`config.mk`:
```
export PLATFORM = sky130hd
export DESIGN_NAME = axi_stream_extract_header_flat
export DESIGN_NICKNAME = d
export VERILOG_FILES = /design/src/rtl/axi_stream_extract_header_if.sv /design/src/rtl/axi_stream_extract_header.sv /design/src/flat_wrapper.sv
export SDC_FILE = /design/constraint.sdc
export NUM_CORES = 1
export LEC_CHECK = 0
export CAP_MARGIN = 20
export CORE_ASPECT_RATIO = 1.75
export CORE_MARGIN = 2
export CORE_UTILIZATION = 40
export DETAILED_ROUTE_END_ITERATION = 12
export HOLD_SLACK_MARGIN = 0.12
export PLACE_DENSITY_LB_ADDON = 0.12
export SYNTH_ARGS = -nofsm -noshare
export SYNTH_HDL_FRONTEND = slang
export SYNTH_SLANG_ARGS = --single-unit
export TNS_END_PERCENT = 20
```
`constraint.sdc`:
```
create_clock -name clk -period 5.57 [get_ports clk]
set_clock_uncertainty 0.1 [all_clocks]
set_input_delay 1.114 -clock clk [delete_from_list [all_inputs] [get_ports clk]]
set_output_delay 1.114 -clock clk [all_outputs]
set_load 0.05 [all_outputs]
```
`src/rtl/axi_stream_extract_header_if.sv`:
```
// AXI-Stream style channel bundle: valid/ready handshake plus data, byte
// enables and last. Used for the input stream, the header channel and the
// realigned payload stream of axi_stream_extract_header.
interface axi_stream_extract_header_if #(
  parameter int DATA_WD = 32
) ();
  localparam int BYTE_WD = DATA_WD / 8;

  logic               valid;
  logic               ready;
  logic [DATA_WD-1:0] data;
  logic [BYTE_WD-1:0] keep;
  logic               last;

  modport master (output valid, data, keep, last, input ready);
  modport slave  (input valid, data, keep, last, output ready);
endinterface

```
`src/rtl/axi_stream_extract_header.sv`:
```
// Strips a per-packet header of 1..W bytes from the front of an AXI-Stream
// packet. The header leaves right-aligned on its own channel; the remaining
// payload is re-packed MSB-aligned onto the output stream. Byte 0 of a beat
// sits in the top byte lane, keep bit W-1 enables it.
module axi_stream_extract_header #(
  parameter int DATA_WD      = 32,
  parameter int DATA_BYTE_WD = DATA_WD / 8,
  parameter int BYTE_CNT_WD  = $clog2(DATA_BYTE_WD)
) (
  input  logic                        clk,
  input  logic                        rst_n,
  input  logic                        valid_cfg,
  input  logic [BYTE_CNT_WD-1:0]      hdr_len_m1,
  output logic                        ready_cfg,
  axi_stream_extract_header_if.slave  din,
  axi_stream_extract_header_if.master hdr,
  axi_stream_extract_header_if.master dout
);

  localparam int W      = DATA_BYTE_WD;
  // Byte counts 0..W need one bit more than hdr_len_m1.
  localparam int CNT_WD = BYTE_CNT_WD + 1;
  // Residual plus incoming bytes reach 2W-1.
  localparam int SUM_WD = CNT_WD + 1;
  localparam logic [CNT_WD-1:0] W_CNT = CNT_WD'(W);
  localparam logic [SUM_WD-1:0] W_SUM = SUM_WD'(W);

  typedef enum logic [1:0] {
    IDLE  = 2'd0,
    HDR   = 2'd1,
    BODY  = 2'd2,
    FLUSH = 2'd3
  } state_t;

  state_t state, state_nxt;

  // Per-packet header length and the carried-over payload bytes.
  logic [CNT_WD-1:0]  hdr_len, hdr_len_nxt;
  logic [DATA_WD-1:0] res_data, res_data_nxt;
  logic [CNT_WD-1:0]  res_cnt, res_cnt_nxt;

  // Registered header channel.
  logic               hdr_valid;
  logic [DATA_WD-1:0] hdr_data;
  logic [W-1:0]       hdr_keep;

  // Registered payload channel.
  logic               out_valid;
  logic [DATA_WD-1:0] out_data;
  logic [W-1:0]       out_keep;
  logic               out_last;

  // Load requests and next values from the control process.
  logic               hdr_load;
  logic [DATA_WD-1:0] hdr_data_nxt;
  logic [W-1:0]       hdr_keep_nxt;
  logic               out_load;
  logic [DATA_WD-1:0] out_data_nxt;
  logic [W-1:0]       out_keep_nxt;
  logic               out_last_nxt;
  logic               din_ready;

  // Datapath helpers.
  logic                 hdr_free;
  logic                 out_free;
  logic [DATA_WD-1:0]   in_data;
  logic [CNT_WD-1:0]    in_cnt;
  logic [CNT_WD-1:0]    hdr_cnt;
  logic [SUM_WD-1:0]    sum_cnt;
  logic [2*DATA_WD-1:0] merged;

  // Enables for the top cnt byte lanes (payload is MSB-aligned).
  function automatic logic [W-1:0] top_mask(input logic [CNT_WD-1:0] cnt);
    return ~({W{1'b1}} >> cnt);
  endfunction

  // Enables for the bottom cnt byte lanes (header is right-aligned).
  function automatic logic [W-1:0] low_mask(input logic [CNT_WD-1:0] cnt);
    return ~({W{1'b1}} << cnt);
  endfunction

  // A register slot can take a new beat when empty or being drained now.
  assign hdr_free = !hdr_valid || hdr.ready;
  assign out_free = !out_valid || dout.ready;

  // Zero disabled lanes and count enabled bytes; keep masks come from counts.
  always_comb begin
    in_data = '0;
    in_cnt  = '0;
    for (int i = 0; i < W; i++) begin
      if (din.keep[i]) begin
        in_data[8*i +: 8] = din.data[8*i +: 8];
        in_cnt            = in_cnt + CNT_WD'(1);
      end
    end
  end

  // A short first beat delivers only the bytes that actually arrived.
  assign hdr_cnt = (in_cnt < hdr_len) ? in_cnt : hdr_len;
  assign sum_cnt = SUM_WD'(res_cnt) + SUM_WD'(in_cnt);
  // Residual bytes first, incoming bytes appended; upper half is the
  // outgoing beat, lower half the new residual.
  assign merged  = {res_data, {DATA_WD{1'b0}}}
                 | ({in_data, {DATA_WD{1'b0}}} >> {res_cnt, 3'b000});

  // State register and per-packet datapath state.
  // NOTE: sequential state uses non-blocking assignments so every register
  // samples pre-edge values regardless of process evaluation order.
  // NOTE: the residual is reset along with the control state; it is only a
  // single beat wide, and a clean value keeps post-reset beats deterministic.
  always_ff @(posedge clk or negedge rst_n) begin
    if (!rst_n) begin
      state    <= IDLE;
      hdr_len  <= '0;
      res_data <= '0;
      res_cnt  <= '0;
    end else begin
      state    <= state_nxt;
      hdr_len  <= hdr_len_nxt;
      res_data <= res_data_nxt;
      res_cnt  <= res_cnt_nxt;
    end
  end

  // Next state, handshakes and register load requests.
  always_comb begin
    // NOTE: every output of this block gets a default first, so no path
    // leaves a value unassigned and no latch is inferred.
    state_nxt    = state;
    ready_cfg    = 1'b0;
    din_ready    = 1'b0;
    hdr_len_nxt  = hdr_len;
    res_data_nxt = res_data;
    res_cnt_nxt  = res_cnt;
    hdr_load     = 1'b0;
    hdr_data_nxt = '0;
    hdr_keep_nxt = '0;
    out_load     = 1'b0;
    out_data_nxt = '0;
    out_keep_nxt = '0;
    out_last_nxt = 1'b0;

    case (state)
      IDLE: begin
        ready_cfg = 1'b1;
        if (valid_cfg) begin
          hdr_len_nxt = CNT_WD'(hdr_len_m1) + CNT_WD'(1);
          state_nxt   = HDR;
        end
      end

      HDR: begin
        // Only the header slot gates the first beat; payload is not emitted.
        din_ready = hdr_free;
        if (din.valid && hdr_free) begin
          hdr_load     = 1'b1;
          hdr_data_nxt = in_data >> {W_CNT - hdr_cnt, 3'b000};
          hdr_keep_nxt = low_mask(hdr_cnt);
          res_data_nxt = in_data << {hdr_len, 3'b000};
          res_cnt_nxt  = (in_cnt > hdr_len) ? in_cnt - hdr_len : '0;
          if (in_cnt < hdr_len) begin
            state_nxt = IDLE;
          end else if (!din.last) begin
            state_nxt = BODY;
          end else if (in_cnt != hdr_len) begin
            state_nxt = FLUSH;
          end else begin
            state_nxt = IDLE;
          end
        end
      end

      BODY: begin
        din_ready = out_free;
        if (din.valid && out_free) begin
          out_load     = 1'b1;
          out_data_nxt = merged[2*DATA_WD-1 -: DATA_WD];
          res_data_nxt = merged[DATA_WD-1:0];
          if (sum_cnt <= W_SUM) begin
            // Everything fits in one beat; nothing is carried over.
            out_keep_nxt = top_mask(sum_cnt[CNT_WD-1:0]);
            res_cnt_nxt  = '0;
            out_last_nxt = din.last;
            if (din.last) begin
              state_nxt = IDLE;
            end
          end else begin
            out_keep_nxt = '1;
            res_cnt_nxt  = CNT_WD'(sum_cnt - W_SUM);
            if (din.last) begin
              state_nxt = FLUSH;
            end
          end
        end
      end

      FLUSH: begin
        // Input stays stalled until the carried-over tail is emitted.
        if (out_free) begin
          out_load     = 1'b1;
          out_data_nxt = res_data;
          out_keep_nxt = top_mask(res_cnt);
          out_last_nxt = 1'b1;
          res_data_nxt = '0;
          res_cnt_nxt  = '0;
          state_nxt    = IDLE;
        end
      end

      default: state_nxt = IDLE;
    endcase
  end

  // Header output register: load on first-beat accept, drop valid on consume.
  always_ff @(posedge clk or negedge rst_n) begin
    if (!rst_n) begin
      hdr_valid <= 1'b0;
      hdr_data  <= '0;
      hdr_keep  <= '0;
    end else if (hdr_load) begin
      hdr_valid <= 1'b1;
      hdr_data  <= hdr_data_nxt;
      hdr_keep  <= hdr_keep_nxt;
    end else if (hdr.ready) begin
      hdr_valid <= 1'b0;
    end
  end

  // Payload output register: a same-cycle pop and push keeps one beat/cycle.
  always_ff @(posedge clk or negedge rst_n) begin
    if (!rst_n) begin
      out_valid <= 1'b0;
      out_data  <= '0;
      out_keep  <= '0;
      out_last  <= 1'b0;
    end else if (out_load) begin
      out_valid <= 1'b1;
      out_data  <= out_data_nxt;
      out_keep  <= out_keep_nxt;
      out_last  <= out_last_nxt;
    end else if (dout.ready) begin
      out_valid <= 1'b0;
    end
  end

  assign din.ready  = din_ready;

  assign hdr.valid  = hdr_valid;
  assign hdr.data   = hdr_data;
  assign hdr.keep   = hdr_keep;
  assign hdr.last   = 1'b1;

  assign dout.valid = out_valid;
  assign dout.data  = out_data;
  assign dout.keep  = out_keep;
  assign dout.last  = out_last;

endmodule

```
`src/flat_wrapper.sv`:
```
// flat-port wrapper written by rule: the top's interface ports become plain ports
module axi_stream_extract_header_flat 
#(
  parameter int DATA_WD      = 32,
  parameter int DATA_BYTE_WD = DATA_WD / 8,
  parameter int BYTE_CNT_WD  = $clog2(DATA_BYTE_WD)
)
  (clk, rst_n, valid_cfg, hdr_len_m1, ready_cfg, din_valid, din_data, din_keep, din_last, din_ready, hdr_valid, hdr_data, hdr_keep, hdr_last, hdr_ready, dout_valid, dout_data, dout_keep, dout_last, dout_ready);
  axi_stream_extract_header_if #(.DATA_WD(DATA_WD)) din_i ();
  axi_stream_extract_header_if #(.DATA_WD(DATA_WD)) hdr_i ();
  axi_stream_extract_header_if #(.DATA_WD(DATA_WD)) dout_i ();
  input  logic clk;
  input  logic rst_n;
  input  logic valid_cfg;
  input  logic [BYTE_CNT_WD-1:0] hdr_len_m1;
  output logic ready_cfg;
  input wire logic [$bits(din_i.valid)-1:0] din_valid;
  input wire logic [$bits(din_i.data)-1:0] din_data;
  input wire logic [$bits(din_i.keep)-1:0] din_keep;
  input wire logic [$bits(din_i.last)-1:0] din_last;
  output wire logic [$bits(din_i.ready)-1:0] din_ready;
  output wire logic [$bits(hdr_i.valid)-1:0] hdr_valid;
  output wire logic [$bits(hdr_i.data)-1:0] hdr_data;
  output wire logic [$bits(hdr_i.keep)-1:0] hdr_keep;
  output wire logic [$bits(hdr_i.last)-1:0] hdr_last;
  input wire logic [$bits(hdr_i.ready)-1:0] hdr_ready;
  output wire logic [$bits(dout_i.valid)-1:0] dout_valid;
  output wire logic [$bits(dout_i.data)-1:0] dout_data;
  output wire logic [$bits(dout_i.keep)-1:0] dout_keep;
  output wire logic [$bits(dout_i.last)-1:0] dout_last;
  input wire logic [$bits(dout_i.ready)-1:0] dout_ready;
  assign din_i.valid = din_valid;
  assign din_i.data = din_data;
  assign din_i.keep = din_keep;
  assign din_i.last = din_last;
  assign din_ready = din_i.ready;
  assign hdr_valid = hdr_i.valid;
  assign hdr_data = hdr_i.data;
  assign hdr_keep = hdr_i.keep;
  assign hdr_last = hdr_i.last;
  assign hdr_i.ready = hdr_ready;
  assign dout_valid = dout_i.valid;
  assign dout_data = dout_i.data;
  assign dout_keep = dout_i.keep;
  assign dout_last = dout_i.last;
  assign dout_i.ready = dout_ready;
  axi_stream_extract_header #(.DATA_WD(DATA_WD), .DATA_BYTE_WD(DATA_BYTE_WD), .BYTE_CNT_WD(BYTE_CNT_WD)) u_core (.clk(clk), .rst_n(rst_n), .valid_cfg(valid_cfg), .hdr_len_m1(hdr_len_m1), .ready_cfg(ready_cfg), .din(din_i), .hdr(hdr_i), .dout(dout_i));
endmodule
```
==> results of run 1 <==
## registers in the layout, indices dropped and copies added (netlist names)
register and count:
u_core.state 2, u_core.dout.data 32, u_core.dout.last 1, u_core.hdr.data 32, u_core.res_data 32, u_core.hdr_len 3, u_core.dout.keep 4, u_core.dout.valid 1
u_core.hdr.keep 4, u_core.res_cnt 3, u_core.hdr.valid 1
## through the flow
step                      area (um^2)  setup slack [ps]
after global routing             9190               220
after floorplan                  7200              46.8
after CTS                        9180               547
final                            9190               540
after global placement           8620               235
after detailed placement         8620               123
## cells in the final DEF (no fill, tap or decap), drive strengths merged, types with 19 or more instances in the layout
cell	instances
a21oi	76
and2	22
buf	26
clkbuf	24
clkdlybuf4s50	120
dfrtp	115
inv	24
mux2	19
mux2i	31
nand2	126
nand3	46
nor2	47
o21ai	108
o22ai	21
## worst register-to-register path, delay by kind of cell, from the launching register on
| kind | cells | cell delay [ps] |
|---|---|---|
| flops | 1 | 700 |
| simple gates | 5 | 1100 |
| compound gates | 3 | 490 |
| buf+inv | 2 | 260 |
| fa+ha+maj | 2 | 660 |
## worst min path at each step
stage / start / to
2_1_floorplan: u_core.res_data[13] / u_core.res_data[13]
6_report: u_core.dout.data[28] / u_core.dout.data[28]
4_1_cts: u_core.dout.data[28] / u_core.dout.data[28]
3_3_place_gp: u_core.dout.data[16] / u_core.dout.data[16]
3_5_place_dp: u_core.dout.data[28] / u_core.dout.data[28]
5_1_grt: u_core.hdr.data[24] / u_core.hdr.data[24]
## where the power goes
part / leakage [uW] / switching (uW) / internal (uW) / total (uW)
Combinational: 0.00211 / 2390 / 1250 / 3630
Clock: 0.000265 / 420 / 645 / 1070
Sequential: 0.00146 / 252 / 1210 / 1460
## routing by layer
| layer | GRT usage, % | part of all wire (%) | wire (um) | vias up |
|---|---|---|---|---|
| met5 | 0 | 0 | 0 | - |
| met1 | 31.7 | 38 | 9890 | 3370 |
| met4 | 18.2 | 6.4 | 1670 | 0 |
| li1 | - | - | - | 3292 |
| met2 | 48.3 | 51 | 13500 | 288 |
| met3 | 4.27 | 4.6 | 1210 | 95 |
## layout make-up
type                    instances  share of cell area (%)
flip-flops and latches        115                    31.3
multi-input cells             649                    43.2
inverters                      24                   0.981
well taps                     231                    3.15
repair buffers                147                    15.3
clock buffers                  23                    5.20
clock inverters                 9                   0.872
## cells by family after synthesis
family | after synthesis | share of synthesized area (%)
adders and majority gates | 18 | 3.34
other | 1 | 0.0521
and+or+nand+nor | 273 | 17.0
muxes | 51 | 7.59
buffers and inverters | 91 | 5.23
xor gates and xnor gates | 5 | 0.973
DFF | 115 | 40.0
AOI/OAI and AO/OA | 301 | 25.8
==> reports/summary.md, run 1 <==
The final wirelength was 26300 um; the mean instance size in the synthesized netlist was 8.42 um^2. For this run, the slowest stage of the critical path takes 570 ps. The critical path start-end classification is input port to flop. In this run the worst path has a maximum fanout of 5. The worst-margin pin slew came out at 966 ps.

The source of the worst register-to-register timing path is u_core.hdr_len[1]. The clock net in this run drives a total of 115 sinks. The shortest clock period the worst path allows after layout was 5030 ps. STA classifies the critical path startpoint as an input port. In this run the vertical extent of the chip is 181 um. The count of buffers added by post-CTS timing repair for setup was 0; the first-pass GRT wire length was 40900 um.

For this run, asynchronously set or reset flops after synthesis account for 100%. The largest total area in the synthesized netlist belongs to sky130_fd_sc_hd__dfrtp_1. Timing would allow up to 199 MHz. The tools report the row count as 64. The first routing iteration left 634 violations. The flop and latch count out of synthesis works out to 115. After detailed routing, the average wire length per cell comes to 22.0 um. Endpoint type of the worst setup path: a flop. For the final routed database, the setup TNS stands at 0 ps. The run finished with clean final reports. The final cell utilization of the core came out at 52.4%. The area of the multi-input gates was 3970 um^2. For the number of inserted filler cells in the final layout, the log shows 1643.

The cell chosen for the clock root was sky130_fd_sc_hd__clkbuf_16. No sink is reached through more buffers than the 2 on the longest clock path. Yosys printed 0 warnings. The commonest cells after synthesis are sky130_fd_sc_hd__nand2_1, sky130_fd_sc_hd__dfrtp_1, sky130_fd_sc_hd__o21ai_0, sky130_fd_sc_hd__a21oi_1, sky130_fd_sc_hd__nor2_1. The number of antenna violations at the first check in global routing was 0; the final count of negative-setup-slack endpoints was 0.

After clock tree synthesis, the clock-pin slew on the worst setup and hold paths is 60 ps. Flip-flop and latch area: 2880 um^2. TritonCTS created 17 clock buffers. Measured against its own limit, the worst slew margin works out to 35.6%.

The weighted congestion at the end of routability-driven global placement was 0.954; the DRC violations left was 0. The run gives 19400 um as the half-perimeter wire length after detailed placement. The number of nets at the end of the flow is 1017, and the worst hold path stage count is 2. Setup repair after global routing left no endpoint under its margin. Summing every instance area after synthesis gives 7200 um^2. The H-tree was split into 4 levels.

On the critical path, the stage with the largest delay is an instance of sky130_fd_sc_hd__clkdlybuf4s50_1. The finished layout holds 1198 standard cells, fillers aside. Cells with a size suffix above 1 make up 8.89% of the layout. Gates resized during post-CTS repair numbered 0.

The die is 105 um wide. The tools report the number of max-capacitance violations reported as 0. The run gives 19100 um^2 as the overall die area.

The leakage power came out at 0.00383 uW. TritonCTS built the clock tree. The top cell type's share of synthesized area is 40.0%. In this run the worst setup path terminates at u_core.hdr.data[3]. Summed over all layers, the global routing overflow is 0. 123 I/O pins were placed. For this run, the detailed router's first-pass iteration total came to 6.

The run gives 0 as the number of failing hold endpoints at the final stage. The primary flip-flop cell chosen by synthesis mapping is sky130_fd_sc_hd__dfrtp_1. For the internal reg-to-reg setup slack, the log shows 2190 ps. The insertion delay to the later sink of the worst-skew pair was 430 ps. Ratio of final minimum period to clock period: 90.3%. The reg-to-reg endpoint was u_core.hdr.data[3].

The power density normalized to cell area was 670 nW/um^2. Worst hold slack: 379 ps. Worst path arrival time: 5270 ps. The final number of max-transition violations was 0; the number of distinct library cell variants in the gate-level netlist after synthesis was 64.

Traced cell by cell, the critical path runs through clkdlybuf4s50_1 -> inv_1 -> ha_1 -> xnor2_2 -> inv_1 -> ha_1 -> mux2i_1 -> inv_1 -> ha_1 -> nand2b_1 -> a21oi_1 -> o21ai_0 -> nor2_1 -> ha_1 -> inv_1 -> or3_1 -> or3_1 -> o211ai_1. Entering global routing, the biggest net connects 73 pins. The count of cells along the worst register-to-register path is 12, and the worst IR drop on VDD is 0.000333 V.

The count of flip-flops with a built-in enable after synthesis came out at 0. The completed layout was analyzed and its total power is 6160 uW. The critical path starts at din_keep[0]. The via count of the first global-routing pass was 7123. Ranked by total cell area, the synthesized netlist is headed by sky130_fd_sc_hd__dfrtp_1, sky130_fd_sc_hd__o21ai_0, sky130_fd_sc_hd__nand2_1. The floorplan step defined a core boundary enclosing 17500 um^2.

The run gives 40.0% as the share of synthesized area occupied by flip-flops and latches. Buffers inserted to repair hold after CTS numbered 0. The number of buffers and inverters on the critical path is 5. Synthesis produced 855 cells. The aggregate global-route resource usage was 28.0%; the final antenna diode count was 0. Total via count after detailed routing: 7045.

The logic depth of the worst path, buffers included was 18. After detailed routing, the number of vias per cell comes to 5.88. The most common cell in the synthesized netlist is sky130_fd_sc_hd__nand2_1. The initial utilization of the core area, before any placement, comes to 41.1%.

Growth of design area from synthesis to finish: 27.6%. At the worst endpoint, the required time is 5810 ps. The path class of the tightest hold or removal check is flop to flop. In this run the remaining antenna-violating nets after routing total 0.

For the number of nets produced by synthesis, the log shows 918. Counting tap cells, the placed design contains a total of 1165 instances. The total of buffers placed on input and output ports is 121. The cell family contributing the most delay on the critical path is adder cells.
Note: power is estimated with default switching activity, not from simulation.
==> run 2, diff against run 1 <==
--- a/config.mk
+++ b/config.mk
@@ -12,5 +12,5 @@
 export DETAILED_ROUTE_END_ITERATION = 12
 export HOLD_SLACK_MARGIN = 0.12
-export PLACE_DENSITY_LB_ADDON = 0.12
+export PLACE_DENSITY_LB_ADDON = 0.25
 export SYNTH_ARGS = -nofsm -noshare
 export SYNTH_HDL_FRONTEND = slang
==> constraint.sdc (replaced) <==
create_clock -name clk -period 4.1 [get_ports clk]
set_clock_uncertainty 0.1 [all_clocks]
set_input_delay 0.82 -clock clk [delete_from_list [all_inputs] [get_ports clk]]
set_output_delay 0.82 -clock clk [all_outputs]
set_load 0.02 [all_outputs]
==> run 2 against run 1 <==
Die area stayed put. Sequential power is 38% higher. Total power rose by 30%. First-iteration DRC count rose by 13%. Register-to-register slack got worse by 1300 ps. Worst setup slack got worse by 420 ps. Sequential cell count stayed put. Via count is 4.2% higher. Worst hold slack got worse by 5.5 ps. Global-route usage fell by 0.58 points. Critical path depth is 2 higher. Cell count increased by 2.6%. Critical endpoint is now u_core.hdr.data[1]. Largest power group unchanged.
==> reports/summary.md, run 2 (same netlist as run 1, synthesis figures left out) <==
The final count of negative-setup-slack endpoints is 0 (unchanged). The half-perimeter wire length after detailed placement was 19400 um (about the same). The tools report the post-placement cell area as 8960 um^2 (+4.0%).

The width of the die came out at 105 um (unchanged). The average routed wire per standard cell works out to 21.4 um (-2.6%). Setup repair after global routing left no endpoint under its margin.

Derived from the worst setup path, the maximum achievable clock frequency is 251 MHz. The kind of path behind the tightest hold check was flop to flop. The net switching component of the power is 3540 uW (+16%). The number of antenna violations at the first check in global routing was 0 (unchanged). The shortest clock period the worst path allows after layout is 3980 ps. The number of nets with antenna violations after detailed routing is 0 (unchanged), and the initial core utilization is 41.1% (unchanged). The run gives 8020 uW (+30%) as the overall power consumption. The fraction of power consumed by combinational cells is 56.8% (-2.2 points), and the final cell utilization of the core is 54.4% (+2.0 points). The overall die area was 19100 um^2 (unchanged); the core footprint was 17500 um^2 (unchanged). The deepest clock path buffer count is 2 (unchanged), and the insertion delay to the later sink of the worst-skew pair is 420 ps (about the same). The leakage power was 0.00400 uW (+4.5%); the pin count of the biggest net entering global routing was 71 (-2.7%). The flow ran to the end, and the final reports show no timing, DRC or antenna violations. The weighted congestion at the end of routability-driven global placement came out at 1.01 (+6.1%). The tools report the total iterations of the first detailed-routing run as 7 (+1). Overall die height: 181 um (unchanged).

The via count normalized by instance count was 5.97 (+1.6%); the clock sink count was 115 (unchanged). Fraction of power spent switching nets: 44.1% (-5.6 points). TritonCTS built the clock tree.

The flip-flop and latch area was 2880 um^2 (unchanged); the ratio of final minimum period to clock period was 97.1%. The worst slew margin relative to its limit came out at 35.5% (-0.057 points). The maximum fanout along the worst path was 4 (-1); the internal power consumption was 4480 uW (+45%).

The worst setup path is captured at a flop. The power density normalized to cell area works out to 841 nW/um^2 (+25%). The number of buffers inserted during clock tree synthesis is 17 (unchanged), and the required time of the critical path is 4330 ps (-1480 ps). The tools report the aggregate global-route resource usage as 27.4% (-0.58 points). The library cells used most frequently in the layout, excluding fill and tap cells, are sky130_fd_sc_hd__nand2_1, sky130_fd_sc_hd__clkdlybuf4s50_1, sky130_fd_sc_hd__dfrtp_1. The final antenna diode count was 0 (unchanged); the number of levels in the clock H-tree was 4 (unchanged). The number of inserted filler cells in the final layout was 1599 (-2.7%). The tools report the DRC marker count from the first detailed-route iteration as 716 (+13%).

The worst-margin pin slew was 967 ps (+0.859 ps). The row count was 64 (unchanged). The cell chosen for the clock root was sky130_fd_sc_hd__clkbuf_16. The clock-pin transition on the worst setup and hold timing paths came out at 60 ps (about the same).

The final number of max-transition violations is 0 (unchanged), and the fraction of layout instances using a drive strength above 1 is 13.5% (+4.6 points). The total via count after detailed routing is 7342 (+4.2%), and the DRC violations left is 0 (unchanged). The worst IR drop on VDD came out at 0.000505 V (+52%). The total of buffers placed on input and output ports was 121 (unchanged); the growth of design area from synthesis to finish was 32.5%. The run gives 4060 um^2 (+2.2%) as the area of the multi-input gates.

The sequential power share is 25.0% (+1.3 points), and the via count of the first global-routing pass is 7186 (+0.88%). The sum of negative setup slack was 0 ps (unchanged). The final wirelength was 26300 um (about the same). Critical path start-end classification: input port to flop.

The leading cell type in the layout, fill and taps excluded is sky130_fd_sc_hd__nand2_1. The tools report the post-placement worst setup slack as -640 ps (-764 ps). The number of failing hold endpoints at the final stage was 0 (unchanged). First-pass GRT wire length: 40000 um (-2.1%).

The number of top-level design ports was 123 (unchanged); the post-layout instance area was 9540 um^2 (+3.8%). For the power share of the clock group, the log shows 18.2% (+0.9 points). Worst path arrival time: 4210 ps (-1060 ps). The critical path startpoint category was an input port. The run gives 0 (unchanged) as the aggregate global routing overflow.

The tools report the number of nets at the end of the flow as 1049 (+3.1%). The worst setup margin was 120 ps (-420 ps); the number of max-capacitance violations reported was 0 (unchanged).
## run 2: cell types whose count changed in the layout (fill, tap and decap cells not counted), sizes merged
cell           before  now
clkinvlp            4    3
buf                26   59
clkdlybuf4s50     120  117
dlygate4sd2         0    2
## run 2: power by group through the flow
stage               sequential [uW]  clock [uW]  combinational (uW)
detailed placement             2020           0                4480
global route                   2060        1520                4930
global placement               2000           0                4430
finish                         2010        1460                4550
floorplan                      2250           0                2540
CTS                            2000        1460                4510
## run 2: repair_timing
action / 4_1_cts / 5_1_grt
gates resized for setup: 4 / 3
setup buffers: 0 / 0
endpoints found under the setup margin: 32 / 14
hold buffers: 0 / 0
## run 2: final cells by class
type                       count  share of cell area, %
clock inverter                 8                  0.800
inverter                      24                  0.971
multi-input combinational    649                   42.5
clock buffer                  23                   5.22
tap                          231                   3.03
timing repair buffer         179                   17.3
sequential                   115                   30.2
## run 2: critical path, cell delays in order
cell and delay, ps:
sky130_fd_sc_hd__dlygate4sd2_1 310, sky130_fd_sc_hd__inv_2 70, sky130_fd_sc_hd__ha_4 300, sky130_fd_sc_hd__xnor2_4 120
sky130_fd_sc_hd__inv_2 70, sky130_fd_sc_hd__ha_4 220, sky130_fd_sc_hd__mux2i_4 160, sky130_fd_sc_hd__inv_2 70
sky130_fd_sc_hd__ha_4 280, sky130_fd_sc_hd__nand2b_4 60, sky130_fd_sc_hd__buf_4 140, sky130_fd_sc_hd__a21boi_2 190
sky130_fd_sc_hd__a21oi_4 50, sky130_fd_sc_hd__inv_2 60, sky130_fd_sc_hd__nor2_1 40, sky130_fd_sc_hd__ha_1 310
sky130_fd_sc_hd__inv_2 50, sky130_fd_sc_hd__or3_1 450, sky130_fd_sc_hd__or3_1 340, sky130_fd_sc_hd__o211ai_1 100
## run 2: metal layers
metal | wire length (um) | track usage [%] | up-vias
met2 | 13400 | 48.2 | 433
met1 | 9330 | 30.6 | 3421
met4 | 1730 | 17.2 | 0
met3 | 1810 | 4.13 | 120
met5 | 0 | 0 | -
li1 | - | - | 3368
## run 2: metrics by stage
| stage | hold slack (ps) | cells |
|---|---|---|
| finish | 374 | 1229 |
| CTS | 382 | 1229 |
| global route | 409 | 1229 |
| floorplan | 382 | 855 |
| detailed placement | 370 | 1198 |
| global placement | 364 | 1198 |
## run 2: path summary, 6_finish.rpt
path	from	to	slack, ps	cells after the start
min in group asynchronous	rst_n	u_core.hdr.data[20]	410	1
max in group asynchronous	rst_n	u_core.res_data[17]	2680	2
setup reg to reg	u_core.hdr_len[1]	u_core.hdr.data[1]	910	13
hold reg to reg	u_core.dout.data[28]	u_core.dout.data[28]	370	2
setup / recovery	din_keep[0]	u_core.hdr.data[1]	120	20
hold / removal	u_core.dout.data[28]	u_core.dout.data[28]	370	2
==> run 3, diff against run 2 <==
CTS_CLUSTER_DIAMETER = 40   (was unset)
==> results of run 3 <==
No change in the layout: final DEF, timing and power equal those of run 2.
